`src/rtl/coin_bank.sv`:
```
// Credit accumulator with per-channel coin edge detection, ceiling rejection and greedy change payout.
// Optional build macro COIN_BANK_SYNC_EN adds a 2-flop synchroniser on every coin_in bit.
module coin_bank #(
  parameter int                         NUM_COINS    = 3,
  parameter int                         CREDIT_W     = 8,
  parameter logic [8*NUM_COINS-1:0]     COIN_VALUES  = {8'd25, 8'd10, 8'd5},
  parameter int                         MAX_CREDIT   = 200,
  parameter int                         DISPENSE_GAP = 2
) (
  input  logic                 clk,
  input  logic                 reset,
  input  logic [NUM_COINS-1:0] coin_in,
  input  logic [CREDIT_W-1:0]  price,
  input  logic                 vend_req,
  input  logic                 refund_req,
  output logic [CREDIT_W-1:0]  credit,
  output logic                 vend_ok,
  output logic                 vend_fail,
  output logic [NUM_COINS-1:0] coin_reject,
  output logic [NUM_COINS-1:0] change_out,
  output logic                 busy
);

  localparam int SW = CREDIT_W + 2;
  localparam int GW = (DISPENSE_GAP > 1) ? $clog2(DISPENSE_GAP) : 1;
  localparam logic [GW-1:0] GAP_RELOAD = GW'(DISPENSE_GAP - 1);
  localparam logic [SW-1:0] MAX_S      = SW'(MAX_CREDIT);

  typedef enum logic {IDLE, DISPENSE} state_t;

  state_t                state, state_n;
  logic [CREDIT_W-1:0]   credit_n, remaining, remaining_n, rem_next;
  logic [GW-1:0]         gap, gap_n;
  logic [NUM_COINS-1:0]  coin_s, hist, det;
  logic [NUM_COINS-1:0]  rej_n, chg_n;
  logic                  ok_n, fail_n, found;
  logic [SW-1:0]         run, pick_val;
  int                    pick;

  function automatic logic [SW-1:0] coin_val(input int i);
    return SW'(COIN_VALUES[8*i +: 8]);
  endfunction

`ifdef COIN_BANK_SYNC_EN
  logic [NUM_COINS-1:0] sync1, sync2;
  always_ff @(posedge clk or posedge reset) begin
    if (reset) begin
      sync1 <= '1;
      sync2 <= '1;
    end else begin
      sync1 <= coin_in;
      sync2 <= sync1;
    end
  end
  assign coin_s = sync2;
`else
  assign coin_s = coin_in;
`endif

  // History resets high so a coin held across reset release is not an edge.
  assign det  = coin_s & ~hist;
  assign busy = (state == DISPENSE);

  always_ff @(posedge clk or posedge reset) begin
    if (reset) begin
      state       <= IDLE;
      hist        <= '1;
      credit      <= '0;
      remaining   <= '0;
      gap         <= '0;
      vend_ok     <= 1'b0;
      vend_fail   <= 1'b0;
      coin_reject <= '0;
      change_out  <= '0;
    end else begin
      state       <= state_n;
      hist        <= coin_s;
      credit      <= credit_n;
      remaining   <= remaining_n;
      gap         <= gap_n;
      vend_ok     <= ok_n;
      vend_fail   <= fail_n;
      coin_reject <= rej_n;
      change_out  <= chg_n;
    end
  end

  always_comb begin
    state_n     = state;
    credit_n    = credit;
    remaining_n = remaining;
    gap_n       = gap;
    ok_n        = 1'b0;
    fail_n      = 1'b0;
    rej_n       = '0;
    chg_n       = '0;
    run         = '0;
    pick        = 0;
    pick_val    = '0;
    found       = 1'b0;
    rem_next    = '0;
    case (state)
      IDLE: begin
        if (refund_req) begin
          rej_n = det;
          if (credit != '0) begin
            remaining_n = credit;
            credit_n    = '0;
            gap_n       = '0;
            state_n     = DISPENSE;
          end
        end else if (vend_req) begin
          rej_n = det;
          if (credit >= price) begin
            ok_n        = 1'b1;
            remaining_n = credit - price;
            credit_n    = '0;
            gap_n       = '0;
            if (credit != price) state_n = DISPENSE;
          end else begin
            fail_n = 1'b1;
          end
        end else begin
          // Lower channels claim headroom first; the running sum cannot wrap.
          run = SW'(credit);
          for (int i = 0; i < NUM_COINS; i++) begin
            if (det[i]) begin
              if (run + coin_val(i) <= MAX_S) run = run + coin_val(i);
              else rej_n[i] = 1'b1;
            end
          end
          credit_n = run[CREDIT_W-1:0];
        end
      end
      DISPENSE: begin
        rej_n = det;
        if (gap == '0) begin
          for (int i = 0; i < NUM_COINS; i++) begin
            if (coin_val(i) <= SW'(remaining)) begin
              pick  = i;
              found = 1'b1;
            end
          end
          if (found) begin
            pick_val = coin_val(pick);
            rem_next = CREDIT_W'(SW'(remaining) - pick_val);
            for (int i = 0; i < NUM_COINS; i++) begin
              if (i == pick) chg_n[i] = 1'b1;
            end
            remaining_n = rem_next;
            gap_n       = GAP_RELOAD;
            if (SW'(rem_next) < coin_val(0)) begin
              state_n     = IDLE;
              credit_n    = rem_next;
              remaining_n = '0;
              gap_n       = '0;
            end
          end else begin
            // Residue below the smallest coin stays as credit.
            state_n     = IDLE;
            credit_n    = remaining;
            remaining_n = '0;
            gap_n       = '0;
          end
        end else begin
          gap_n = gap - 1'b1;
        end
      end
      default: state_n = IDLE;
    endcase
  end

endmodule

```
`config.mk`:
```
export PLATFORM = sky130hd
export DESIGN_NAME = coin_bank
export DESIGN_NICKNAME = d
export VERILOG_FILES = /design/src/rtl/coin_bank.sv
export SDC_FILE = /design/constraint.sdc
export NUM_CORES = 1
export LEC_CHECK = 0
export ABC_AREA = 1
export CORE_MARGIN = 1
export CORE_UTILIZATION = 41
export DETAILED_ROUTE_END_ITERATION = 12
export PLACE_DENSITY = 0.69
export SLEW_MARGIN = 30
export SYNTH_ARGS = -nofsm -noshare
export SYNTH_HDL_FRONTEND = slang
export SYNTH_SLANG_ARGS = --single-unit
export TNS_END_PERCENT = 10
```
`constraint.sdc`:
```
create_clock -name clk -period 5.65 [get_ports clk]
set_input_delay 1.4125 -clock clk [delete_from_list [all_inputs] [get_ports clk]]
set_output_delay 1.4125 -clock clk [all_outputs]
set_load 0.1 [all_outputs]
```
# Word-level counts from Yosys, hierarchy flattened
# Cells that the tools add are included.
# word_totals
register_bits	29
inputBits	15
output_inout_bits	17
wordCells	116
# op_classes
n_addsub	6
order_cmp	8
eq_ne	9
shifts	1
muxes	75
bitwise	3
reduce_logical	5
# ops
op	count
8-bit 2-to-1 mux	16
32-bit 2-to-1 mux	3
10-bit 2-to-1 mux	8
1-bit 2-to-1 mux	36
2-bit by 32-bit == test with 1-bit output (first input constant)	1
3-bit by 32-bit == test with 1-bit output (first input constant)	1
32-bit zero test	1
8-bit one-hot mux with 2 select lines	2
24-bit by 32-bit variable part select with 8-bit output (first input constant)	1
10-bit by 8-bit less-or-equal comparator with 1-bit output (second input constant)	3
9-bit 2-to-1 mux	2
8-bit subtractor	2
3-bit 2-to-1 mux	5
10-bit by 4-bit adder with 10-bit output (second input constant)	1
10-bit by 5-bit adder with 10-bit output (second input constant)	1
8-bit by 3-bit adder with 9-bit output (second input constant)	1
3-bit inequality test (second input constant)	3
8-bit >= comparator	1
3-bit by 8-bit less-or-equal comparator with 1-bit output (first input constant)	1
4-bit by 8-bit less-or-equal comparator with 1-bit output (first input constant)	1
5-bit by 8-bit less-or-equal comparator with 1-bit output (first input constant)	1
8-bit by 3-bit less-than comparator with 1-bit output (second input constant)	1
8-bit inequality test	1
4-bit AND reduction	2
11 further kinds	12

# Depth between registers and ports, before layout
# Gate-level depths: netlist (run 1).
# depth
ltp_word	21
depth_mapped	36
ltp_nobuf	35

# Least setup slack after synthesis (run 1)
# No wires, ideal clock.
# synth_timing
path_type	register -> register
start	register credit[1]
end	register credit[4]
setup_ns	0.117
t_arrival_ns	4.390
t_required_ns	5.533
path_slack_ns	1.142
stages_incl_launch_ff	35
path_buffers	1
period_less_slack_ns	4.508
path_cell_list	dfrtp_1 -> ha_1 -> nor2_1 -> nor2_4 -> nand2_1 -> nand2_1 -> nand2_2 -> nor2_2 -> nand2_1 -> nand3_2 -> buf_6 -> nand2_1 -> nand2_2 -> ha_1 -> inv_1 -> nand3_2 -> nand2_1 -> o21bai_1 -> nand2_1 -> nor2_2 -> nand2_4 -> nand3_4 -> nand2_1 -> nand2_2 -> ha_1 -> nand2_2 -> nand2_1 -> xor2_1 -> nand3_1 -> nand2_2 -> nand3_4 -> inv_2 -> nand2_1 -> nand3_1 -> nand2_1
# synth_between
elab_chain_cells	21
elab_cells_between_ends	26
classes_between	3 x add/sub; 4 x order compare; 2 x eq/ne; 15 x mux; 2 x reduce/logical
# synth_lines
element	line	source
start, declared	16	output logic [CREDIT_W-1:0] credit,
start signal, assigned	78	credit <= credit_n;
8-bit by 3-bit adder with 9-bit output	128	if (run + coin_val(i) <= MAX_S) run = run + coin_val(i);
10-bit by 8-bit less-or-equal comparator with 1-bit output	128	
9-bit 2-to-1 mux	128	
9-bit 2-to-1 mux	127	if (det[i]) begin
10-bit 2-to-1 mux	112	end else if (vend_req) begin
10-bit 2-to-1 mux	104	if (refund_req) begin
10-bit 2-to-1 mux	102	case (state)
10-bit by 4-bit adder with 10-bit output	128	
(+5 left out)	-	
10-bit 2-to-1 mux	102	
10-bit by 5-bit adder with 10-bit output	128	
10-bit by 8-bit less-or-equal comparator with 1-bit output	128	
8-bit 2-to-1 mux	128	
8-bit 2-to-1 mux	127	
8-bit 2-to-1 mux	112	
8-bit 2-to-1 mux	104	
8-bit one-hot mux with 2 select lines	102	
# Parallel ways exist; a longest one is shown, timed or not. The select of a mux whose other input is x is not followed.
# A chain may end at the register's enable or synchronous reset.

# Final worst setup path (run 1)
# layout_timing
start	input coin_in[0]
end	register credit[1]
# layout_between
elab_chain_cells	19
# layout_lines
element	line	source
start, declared	12	input logic [NUM_COINS-1:0] coin_in,
3-bit bitwise AND (*)	61	assign det = coin_s & ~hist;
9-bit 2-to-1 mux (*)	127	
10-bit 2-to-1 mux (*)	112	
10-bit 2-to-1 mux (*)	104	
10-bit 2-to-1 mux (*)	102	
10-bit by 4-bit adder with 10-bit output	128	
10-bit by 8-bit less-or-equal comparator with 1-bit output	128	
10-bit 2-to-1 mux	128	
(+3 left out)	-	
10-bit 2-to-1 mux (*)	102	
10-bit by 5-bit adder with 10-bit output	128	
10-bit by 8-bit less-or-equal comparator with 1-bit output	128	
8-bit 2-to-1 mux	128	
8-bit 2-to-1 mux (*)	127	
8-bit 2-to-1 mux (*)	112	
8-bit 2-to-1 mux (*)	104	
8-bit one-hot mux with 2 select lines (*)	102	
# Mark *: on every way between the ends. The rest lies on a longest branch, timed or not. The select of a mux whose other input is x is not followed.

==> impl_results.html, run 1 <==
<table>
<tr><th>Metric</th><th>Value</th></tr>
<tr><th colspan="2">Status</th></tr>
<tr><td>Status</td><td>complete, no violations</td></tr>
<tr><th colspan="2">Die</th></tr>
<tr><td>Total die area</td><td>7760 µm²</td></tr>
<tr><td>Row count</td><td>31</td></tr>
<tr><td>Area of the placeable core</td><td>between 7000 and 8000 µm²</td></tr>
<tr><td>Overall die width</td><td>88.1 µm</td></tr>
<tr><td>Overall die height</td><td>88.1 µm</td></tr>
<tr><td>Starting density of the core</td><td>0.421</td></tr>
<tr><td>Count of pins on the block boundary</td><td>32</td></tr>
<tr><th colspan="2">Synthesis</th></tr>
<tr><td>Number of enable-type register cells in the synthesized netlist</td><td>0</td></tr>
<tr><td>Proportion of netlist area held by the largest area contributor</td><td>0.214</td></tr>
<tr><td>Count of different cell masters after synthesis</td><td>37</td></tr>
<tr><td>Predominant post-synthesis flop cell</td><td>dfrtp_1</td></tr>
<tr><td>Mean post-synth cell area</td><td>around 6.3 µm²</td></tr>
<tr><td>Library cell with the largest summed area after synthesis</td><td>dfrtp_1</td></tr>
<tr><td>Biggest area contributors in the synthesized netlist</td><td>dfrtp_1 (21%), nand2_1 (16%), inv_1 (8.8%), ha_1 (7.8%), nand3_1 (5.1%)</td></tr>
<tr><td>Cell Area, Synth</td><td>approximately 3000 µm²</td></tr>
<tr><td>Sequential element share of the synthesized area</td><td>0.240</td></tr>
<tr><td>Syn Inst Count</td><td>between 400 and 500</td></tr>
<tr><td>Yosys warns</td><td>0</td></tr>
<tr><td>Post-Syn Nets</td><td>about 520</td></tr>
<tr><td>Share of flip-flops with an asynchronous set or reset</td><td>1.00</td></tr>
<tr><td>Number of register bits inferred by synthesis</td><td>29</td></tr>
<tr><th colspan="2">Critical path</th></tr>
<tr><td>Register-to-register path setup slack</td><td>1.03 ns</td></tr>
<tr><td>Slowest cell on crit path</td><td>clkdlybuf4s50_1</td></tr>
<tr><td>Crit path arrival time</td><td>5.17 ns</td></tr>
<tr><td>Largest stage delay on the critical path</td><td>0.48 ns</td></tr>
<tr><td>Peak fanout along the critical path</td><td>12</td></tr>
<tr><td>Most Frequent Cell on Critical Path</td><td>nand2_1</td></tr>
<tr><td>Number of buffers and inverters on the critical path</td><td>3</td></tr>
<tr><td>Worst path top cell family by delay</td><td>simple AND/OR/NAND/NOR gates</td></tr>
<tr><td>Required time of the critical path</td><td>just under 6 ns</td></tr>
<tr><td>CP endpoint kind</td><td>register</td></tr>
<tr><td>Critical Path Source Type</td><td>primary input</td></tr>
<tr><td>Critical path start-end classification</td><td>primary input to register</td></tr>
<tr><th colspan="2">STA</th></tr>
<tr><td>Aggregate negative setup slack</td><td>0 ns</td></tr>
<tr><td>Setup violation total in the final timing report</td><td>0</td></tr>
<tr><td>Final clock period utilization by the worst path</td><td>0.879</td></tr>
<tr><td>Max transition margin</td><td>0.341</td></tr>
<tr><td>Count of pins over their slew limit</td><td>0</td></tr>
<tr><td>RSZ-0062 raised after global routing</td><td>no</td></tr>
<tr><td>Hold Slack</td><td>roughly 0.52 ns</td></tr>
<tr><td>Final Hold Vio Count</td><td>0</td></tr>
<tr><td>Maximum clock skew at final layout</td><td>0.00268 ns</td></tr>
<tr><td>F_max</td><td>201 MHz</td></tr>
<tr><td>Final critical path time including I/O delays and setup</td><td>between 4 and 5 ns</td></tr>
<tr><td>Worst Max-Slew Pin Slew</td><td>0.985 ns</td></tr>
<tr><th colspan="2">Power and ir drop</th></tr>
<tr><td>Switching part of the total</td><td>0.586</td></tr>
<tr><td>Seq pwr share</td><td>0.184</td></tr>
<tr><td>Standby leakage power</td><td>roughly 1.8 nW</td></tr>
<tr><td>Clock share of power</td><td>0.080</td></tr>
<tr><td>Switch Pwr</td><td>1.21 mW</td></tr>
<tr><td>Peak supply drop</td><td>0.000194 V</td></tr>
<tr><td>Int Power</td><td>~860 µW</td></tr>
<tr><td>Total power density per cell area</td><td>roughly 590 nW/µm²</td></tr>
<tr><td>Combinational Power Share</td><td>0.736</td></tr>
<tr><th colspan="2">Clock network</th></tr>
<tr><td>Level count of the clock H-tree</td><td>2</td></tr>
<tr><td>Clock tree from TritonCTS</td><td>done</td></tr>
<tr><td>Root buf cell</td><td>clkbuf_8</td></tr>
<tr><td>Clk_lat worst skew</td><td>about 0.28 ns</td></tr>
<tr><td>Clock-pin transition on the worst setup and hold timing paths</td><td>0.06 ns</td></tr>
<tr><td>Clk sinks</td><td>29</td></tr>
<tr><td>Number of buffers between clock root and the deepest sink</td><td>2</td></tr>
<tr><td>Hold Buf Count CTS</td><td>0</td></tr>
<tr><td>Number of buffers added by the clock tree synthesis step</td><td>5</td></tr>
<tr><th colspan="2">Place</th></tr>
<tr><td>Count of input and output buffers</td><td>31</td></tr>
<tr><td>Weighted congestion reported at the end of routability-driven placement</td><td>approximately 0.93</td></tr>
<tr><td>Placement-stage cell area</td><td>between 3000 and 4000 µm²</td></tr>
<tr><td>DP HPWL</td><td>6110 µm</td></tr>
<tr><th colspan="2">Detailed routing</th></tr>
<tr><td>Router iterations before antenna repair</td><td>7</td></tr>
<tr><td>Final wirelength</td><td>between 7000 and 8000 µm</td></tr>
<tr><td>DR WL met2</td><td>about 3300 µm</td></tr>
<tr><td>Highest metal layer with signal wires</td><td>met4</td></tr>
<tr><td>Drt drc</td><td>0</td></tr>
<tr><td>WL per Instance</td><td>~13 µm</td></tr>
<tr><td>Remaining antenna violation count</td><td>0</td></tr>
<tr><td>Total met3 wirelength after detailed routing</td><td>between 300 and 400 µm</td></tr>
<tr><td>Routed met1 length</td><td>between 3000 and 4000 µm</td></tr>
<tr><td>Count of routing violations after the opening detailed-route iteration</td><td>233</td></tr>
<tr><td>Vias per inst</td><td>5.13</td></tr>
<tr><td>Via Count</td><td>about 3.1k</td></tr>
<tr><th colspan="2">Final layout</th></tr>
<tr><td>Proportion of layout cells with a drive suffix above 1</td><td>0.0986</td></tr>
<tr><td>Synth-to-layout area growth</td><td>15.5%</td></tr>
<tr><td>Finished layout cell area</td><td>between 3000 and 4000 µm²</td></tr>
<tr><td>Total area of multi-input combinational cells</td><td>1950 µm²</td></tr>
<tr><td>Commonest non-fill, non-tap cell in the layout</td><td>nand2_1</td></tr>
<tr><td>Layout filler cell count</td><td>760</td></tr>
<tr><td>Final #Nets</td><td>approximately 540</td></tr>
<tr><td>Register cell area after layout</td><td>between 700 and 800 µm²</td></tr>
<tr><td>Most frequent cells in the layout</td><td>nand2_1 (133), inv_1 (71), nor2_1 (33)</td></tr>
<tr><td>Diodes inserted</td><td>0</td></tr>
<tr><th colspan="2">Worst hold path</th></tr>
<tr><td>Type of the most critical hold path</td><td>register to register</td></tr>
<tr><th colspan="2">GRT</th></tr>
<tr><td>Overflow left after global routing</td><td>0</td></tr>
<tr><td>Number of global-route vias before repair</td><td>~2.9k</td></tr>
<tr><td>All-Layer GR Usage</td><td>0.216</td></tr>
<tr><td>Initial antenna violation count</td><td>0</td></tr>
<tr><td>Wire length of the first global-routing pass</td><td>around 13000 µm</td></tr>
<tr><td>Maximum number of pins on one net before global-route repair</td><td>26</td></tr>
<tr><th colspan="2">Job</th></tr>
<tr><td>Total of max-cap violations</td><td>0</td></tr>
</table>
## synth_stat cells, types with 5 or more instances
master / count
nand4_1: 21
inv_2: 7
ha_1: 19
inv_1: 71
nor2_1: 34
nor3_1: 8
xor2_1: 9
nand2_2: 14
dfrtp_1: 26
o21ai_0: 29
a21oi_1: 21
nand3_1: 31
o21ai_1: 5
clkbuf_1: 7
buf_2: 5
nand2_1: 133
## power by group through the flow
stage | Sequential (mW) | Combinational, mW | Clock (mW)
global route | 0.398 | 1.71 | 0.181
finish | 0.381 | 1.53 | 0.165
CTS | 0.381 | 1.52 | 0.171
detailed placement | 0.384 | 1.51 | 0
global placement | 0.385 | 1.49 | 0
floorplan | 0.582 | 0.980 | 0
## stage by stage
stage / total power, mW / setup WS, ns / instances / utilization
after CTS: 2.07 / 0.598 / 606 / 0.486
after global placement: 1.87 / 0.452 / 598 / 0.475
after floorplan: 1.56 / 1.14 / 479 / -
after detailed placement: 1.89 / 0.317 / 598 / 0.475
after global routing: 2.29 / 0.132 / 606 / 0.487
final: 2.07 / 0.685 / 606 / 0.487
## routing by layer
| metal | GRT usage | vias to the layer above |
|---|---|---|
| met2 | 0.333 | 86 |
| met5 | 0 | - |
| met1 | 0.311 | 1411 |
| met4 | 0.0616 | 0 |
| li1 | - | 1602 |
| met3 | 0.0368 | 10 |
## kinds of logic (layout without fill, tap and decap cells)
| logic type | after synthesis | in the layout | synth area share |
|---|---|---|---|
| DFF | 29 | 29 | 0.240 |
| AOI/OAI and AO/OA | 67 | 67 | 0.121 |
| xor gates and xnor gates | 11 | 11 | 0.0317 |
| adders and majority gates | 21 | 21 | 0.0914 |
| buffers and inverters | 93 | 121 | 0.121 |
| and+or+nand+nor | 258 | 258 | 0.395 |
## worst register-to-register path, delay by kind of cell (launching register included)
family                     cells  cell delay, ns
and+or+nand+nor               26            2.95
adders and majority gates      3            0.72
DFF                            1            0.48
xor gates and xnor gates       1            0.18
AOI/OAI and AO/OA              1            0.16
buffers and inverters          1            0.07
## timing repair
| action | CTS | global route |
|---|---|---|
| gates resized for setup | 0 | 1 |
| buffers inserted | 0 | 0 |
| endpoints found under the setup margin | 0 | 4 |
## registers in the layout (all words and copies together) (netlist names)
signal,flops
remaining,8
vend_fail,1
vend_ok,1
gap,1
hist,3
coin_reject,3
busy,1
credit,8
change_out,3
## cell type report
cell class | instances | area share
tap | 99 | 0.0353
sequential | 29 | 0.208
clock buffer | 6 | 0.0207
inverter | 79 | 0.0845
clock inverter | 2 | 0.00285
timing repair buffer | 34 | 0.0948
multi-input combinational | 357 | 0.554
## path summary, 6_finish.rpt
kind | start | endpoint | cells after the start
min reg2reg | remaining[6]$_DFFE_PP0P_ | remaining[6]$_DFFE_PP0P_ | 2
max reg2reg | credit[0]$_DFFE_PP0P_ | credit[1]$_DFFE_PP0P_ | 32
max in group asynchronous | reset | hist[2]$_DFF_PP1_ | 3
min in group asynchronous | reset | coin_reject[0]$_DFF_PP0_ | 2
min | remaining[6]$_DFFE_PP0P_ | remaining[6]$_DFFE_PP0P_ | 2
max | coin_in[0] | credit[1]$_DFFE_PP0P_ | 27
(Power assumes the default switching activity.)
==> run 2: changes to the inputs <==
--- a/config.mk
+++ b/config.mk
@@ -6,9 +6,11 @@
 export NUM_CORES = 1
 export LEC_CHECK = 0
 export ABC_AREA = 1
+export CORE_ASPECT_RATIO = 1.2
 export CORE_MARGIN = 1
 export CORE_UTILIZATION = 41
 export DETAILED_ROUTE_END_ITERATION = 12
+export GPL_ROUTABILITY_DRIVEN = 1
 export PLACE_DENSITY = 0.69
 export SLEW_MARGIN = 30
 export SYNTH_ARGS = -nofsm -noshare
==> constraint.sdc (replaced) <==
create_clock -name clk -period 5.6 [get_ports clk]
set_input_delay 1.4 -clock clk [delete_from_list [all_inputs] [get_ports clk]]
set_output_delay 1.4 -clock clk [all_outputs]
set_load 0.1 [all_outputs]
==> run 2 against run 1 <==
Against the previous run:
- global-route usage rose by 0.61 points
- via count barely moved
- cell count down 1.5%
- clock-buffer cell count down 1
- critical path depth rose by 1
- critical path type unchanged
- hold slack better by 0.015 ns
- largest cell class unchanged
- combinational power is essentially flat
- worst setup slack improved by 0.024 ns
- highest routed layer unchanged
- final area increased by 1.1%
- critical endpoint is now credit[4]$_DFFE_PP0P_
- register-to-register slack got worse by 0.06 ns
- die area is essentially flat
==> impl_results.html, run 2 (synthesis gave the netlist of run 1 again) <==
<table>
<tr><th>Metric</th><th>Value</th></tr>
<tr><th colspan="2">Final layout</th></tr>
<tr><td>Most frequent cells in the layout</td><td>nand2_1 (133), inv_1 (71), nor2_1 (34)</td></tr>
<tr><td>Final #Nets</td><td>around 540</td></tr>
<tr><td>Proportion of layout cells with a drive suffix above 1</td><td>0.0986</td></tr>
<tr><td>Synth-to-layout area growth</td><td>16.8%</td></tr>
<tr><td>Diodes inserted</td><td>0</td></tr>
<tr><td>Largest registers</td><td>credit: 8 flops, remaining: 8 flops</td></tr>
<tr><td>Commonest non-fill, non-tap cell in the layout</td><td>nand2_1</td></tr>
<tr><td>Finished layout cell area</td><td>~3500 µm²</td></tr>
<tr><td>Core occupancy in the finished layout</td><td>0.491</td></tr>
<tr><th colspan="2">Detailed routing</th></tr>
<tr><td>Remaining antenna violation count</td><td>0</td></tr>
<tr><td>WL per Instance</td><td>13.0 µm</td></tr>
<tr><td>Via Count</td><td>slightly above 3k</td></tr>
<tr><td>Router iterations before antenna repair</td><td>5</td></tr>
<tr><td>Count of routing violations after the opening detailed-route iteration</td><td>116</td></tr>
<tr><td>Vias per inst</td><td>around 5.2</td></tr>
<tr><td>Final wirelength</td><td>roughly 7800 µm</td></tr>
<tr><td>Drt drc</td><td>0</td></tr>
<tr><th colspan="2">Power and ir drop</th></tr>
<tr><td>Total power density per cell area</td><td>a little over 600 nW/µm²</td></tr>
<tr><td>Peak supply drop</td><td>~0.00037 V</td></tr>
<tr><td>Standby leakage power</td><td>roughly 1.9 nW</td></tr>
<tr><th colspan="2">Critical path</th></tr>
<tr><td>Peak fanout along the critical path</td><td>12</td></tr>
<tr><td>Required time of the critical path</td><td>~5.8 ns</td></tr>
<tr><td>Critical path start-end classification</td><td>primary input to register</td></tr>
<tr><td>Start of the worst register-to-register path</td><td>credit[1]$_DFFE_PP0P_</td></tr>
<tr><td>Register-to-register path setup slack</td><td>approximately 0.97 ns</td></tr>
<tr><td>Critical path launch point</td><td>coin_in[0]</td></tr>
<tr><td>CP endpoint kind</td><td>register</td></tr>
<tr><td>Crit path arrival time</td><td>5.06 ns</td></tr>
<tr><td>Critical Path Source Type</td><td>primary input</td></tr>
<tr><th colspan="2">Die</th></tr>
<tr><td>Count of pins on the block boundary</td><td>32</td></tr>
<tr><td>Overall die height</td><td>around 96 µm</td></tr>
<tr><td>Row count</td><td>34</td></tr>
<tr><td>Total die area</td><td>around 7800 µm²</td></tr>
<tr><td>Area of the placeable core</td><td>about 7200 µm²</td></tr>
<tr><td>Overall die width</td><td>~81 µm</td></tr>
<tr><td>Starting density of the core</td><td>0.420</td></tr>
<tr><th colspan="2">Worst hold path</th></tr>
<tr><td>Hold Crit Start</td><td>remaining[6]$_DFFE_PP0P_</td></tr>
<tr><td>Type of the most critical hold path</td><td>register to register</td></tr>
<tr><th colspan="2">GRT</th></tr>
<tr><td>Overflow left after global routing</td><td>0</td></tr>
<tr><td>Maximum number of pins on one net before global-route repair</td><td>30</td></tr>
<tr><td>Initial antenna violation count</td><td>0</td></tr>
<tr><td>Wire length of the first global-routing pass</td><td>between 10000 and 15000 µm</td></tr>
<tr><td>Number of global-route vias before repair</td><td>between 3k and 4k</td></tr>
<tr><td>All-Layer GR Usage</td><td>0.223</td></tr>
<tr><th colspan="2">Clock network</th></tr>
<tr><td>Hold Buf Count CTS</td><td>0</td></tr>
<tr><td>Number of setup buffers added after CTS</td><td>0</td></tr>
<tr><td>Clock-pin transition on the worst setup and hold timing paths</td><td>about 0.07 ns</td></tr>
<tr><td>Root buf cell</td><td>clkbuf_8</td></tr>
<tr><td>Level count of the clock H-tree</td><td>2</td></tr>
<tr><td>Clk_lat worst skew</td><td>between 0.2 and 0.3 ns</td></tr>
<tr><td>Count of cells resized by post-cts repair</td><td>0</td></tr>
<tr><td>Clock tree from TritonCTS</td><td>done</td></tr>
<tr><td>Number of buffers added by the clock tree synthesis step</td><td>5</td></tr>
<tr><td>Number of buffers between clock root and the deepest sink</td><td>2</td></tr>
<tr><td>Clk sinks</td><td>29</td></tr>
<tr><th colspan="2">STA</th></tr>
<tr><td>Setup violation total in the final timing report</td><td>0</td></tr>
<tr><td>Worst Max-Slew Pin Slew</td><td>0.974 ns</td></tr>
<tr><td>Count of pins over their slew limit</td><td>0</td></tr>
<tr><td>Aggregate negative setup slack</td><td>0 ns</td></tr>
<tr><td>F_max</td><td>a little over 200 MHz</td></tr>
<tr><td>Max transition margin</td><td>0.348</td></tr>
<tr><td>RSZ-0062 raised after global routing</td><td>no</td></tr>
<tr><td>Maximum clock skew at final layout</td><td>0.00308 ns</td></tr>
<tr><td>Final clock period utilization by the worst path</td><td>0.873</td></tr>
<tr><td>Final Hold Vio Count</td><td>0</td></tr>
<tr><td>Final critical path time including I/O delays and setup</td><td>about 4.9 ns</td></tr>
<tr><td>Hold Slack</td><td>between 0.5 and 0.6 ns</td></tr>
<tr><th colspan="2">Place</th></tr>
<tr><td>Weighted congestion reported at the end of routability-driven placement</td><td>around 0.90</td></tr>
<tr><td>Count of input and output buffers</td><td>31</td></tr>
<tr><td>Placement-stage cell area</td><td>3410 µm²</td></tr>
<tr><td>DP HPWL</td><td>around 6000 µm</td></tr>
<tr><th colspan="2">Status</th></tr>
<tr><td>Status</td><td>complete, no violations</td></tr>
<tr><th colspan="2">Job</th></tr>
<tr><td>Total of max-cap violations</td><td>0</td></tr>
</table>
run 2: changes by cell type in the layout (fill, tap and decap cells not counted):
cell	change
clkinv_2	-1
nor2_2	-1
nor2_1	+1
bufinv_16	+2
clkbuf_1	-1
run 2: layout make-up:
class | instances | area, µm²
Clock buffer | 5 | 68.8
Clock inverter | 3 | 65.1
Fill cell | 752 | 3680
Inverter | 79 | 297
Multi-Input combinational cell | 357 | 1940
Sequential cell | 29 | 729
Tap cell | 90 | 113
Timing Repair Buffer | 34 | 333
run 2: path summary, 6_finish.rpt:
check                                      endpoint  cells past startpoint
max in group asynchronous         hist[0]$_DFF_PP1_                      3
min reg2reg                remaining[6]$_DFFE_PP0P_                      2
max reg2reg                   credit[4]$_DFFE_PP0P_                     33
max                           credit[4]$_DFFE_PP0P_                     28
min in group asynchronous   change_out[2]$_DFF_PP0_                      3
min                        remaining[6]$_DFFE_PP0P_                      2
run 2: worst max-delay path, stage by stage:
cell,delay (ns)
clkdlybuf4s50_1,0.47
inv_1,0.04
nor2_1,0.22
nand3_2,0.27
nand2_1,0.15
nand2_2,0.10
ha_1,0.23
inv_1,0.07
nand3_2,0.10
nand2_1,0.09
nand2_1,0.06
nand2_1,0.11
nand3_2,0.10
nand2_4,0.11
nand3_4,0.09
nand2_1,0.11
nand2_2,0.09
ha_1,0.23
nand2_2,0.09
nand2_1,0.06
xor2_1,0.17
nand3_1,0.11
nand2_2,0.14
nand3_4,0.14
inv_2,0.12
nand2_1,0.05
nand3_1,0.08
nand2_1,0.05
run 2: routing by layer:
layer / track usage / share of wire / vias to the layer above
met5: 0 / 0 / -
met2: 0.400 / 0.51 / 78
met4: 0.0848 / 0.017 / 0
met1: 0.266 / 0.43 / 1418
li1: - / - / 1600
met3: 0.0294 / 0.040 / 14
run 2: power breakdown:
group          switching [mW]  internal (mW)
Combinational            1.04          0.498
Clock                  0.0878          0.177
Sequential              0.104          0.283
Total                    1.23          0.958
run 2: metrics by stage:
stage | power, mW | cells | worst slack, ns
after global routing | 2.42 | 597 | 0.161
after detailed placement | 1.91 | 589 | 0.429
final | 2.19 | 597 | 0.709
after floorplan | 1.58 | 479 | 1.09
after CTS | 2.19 | 597 | 0.727
after global placement | 1.89 | 589 | 0.560
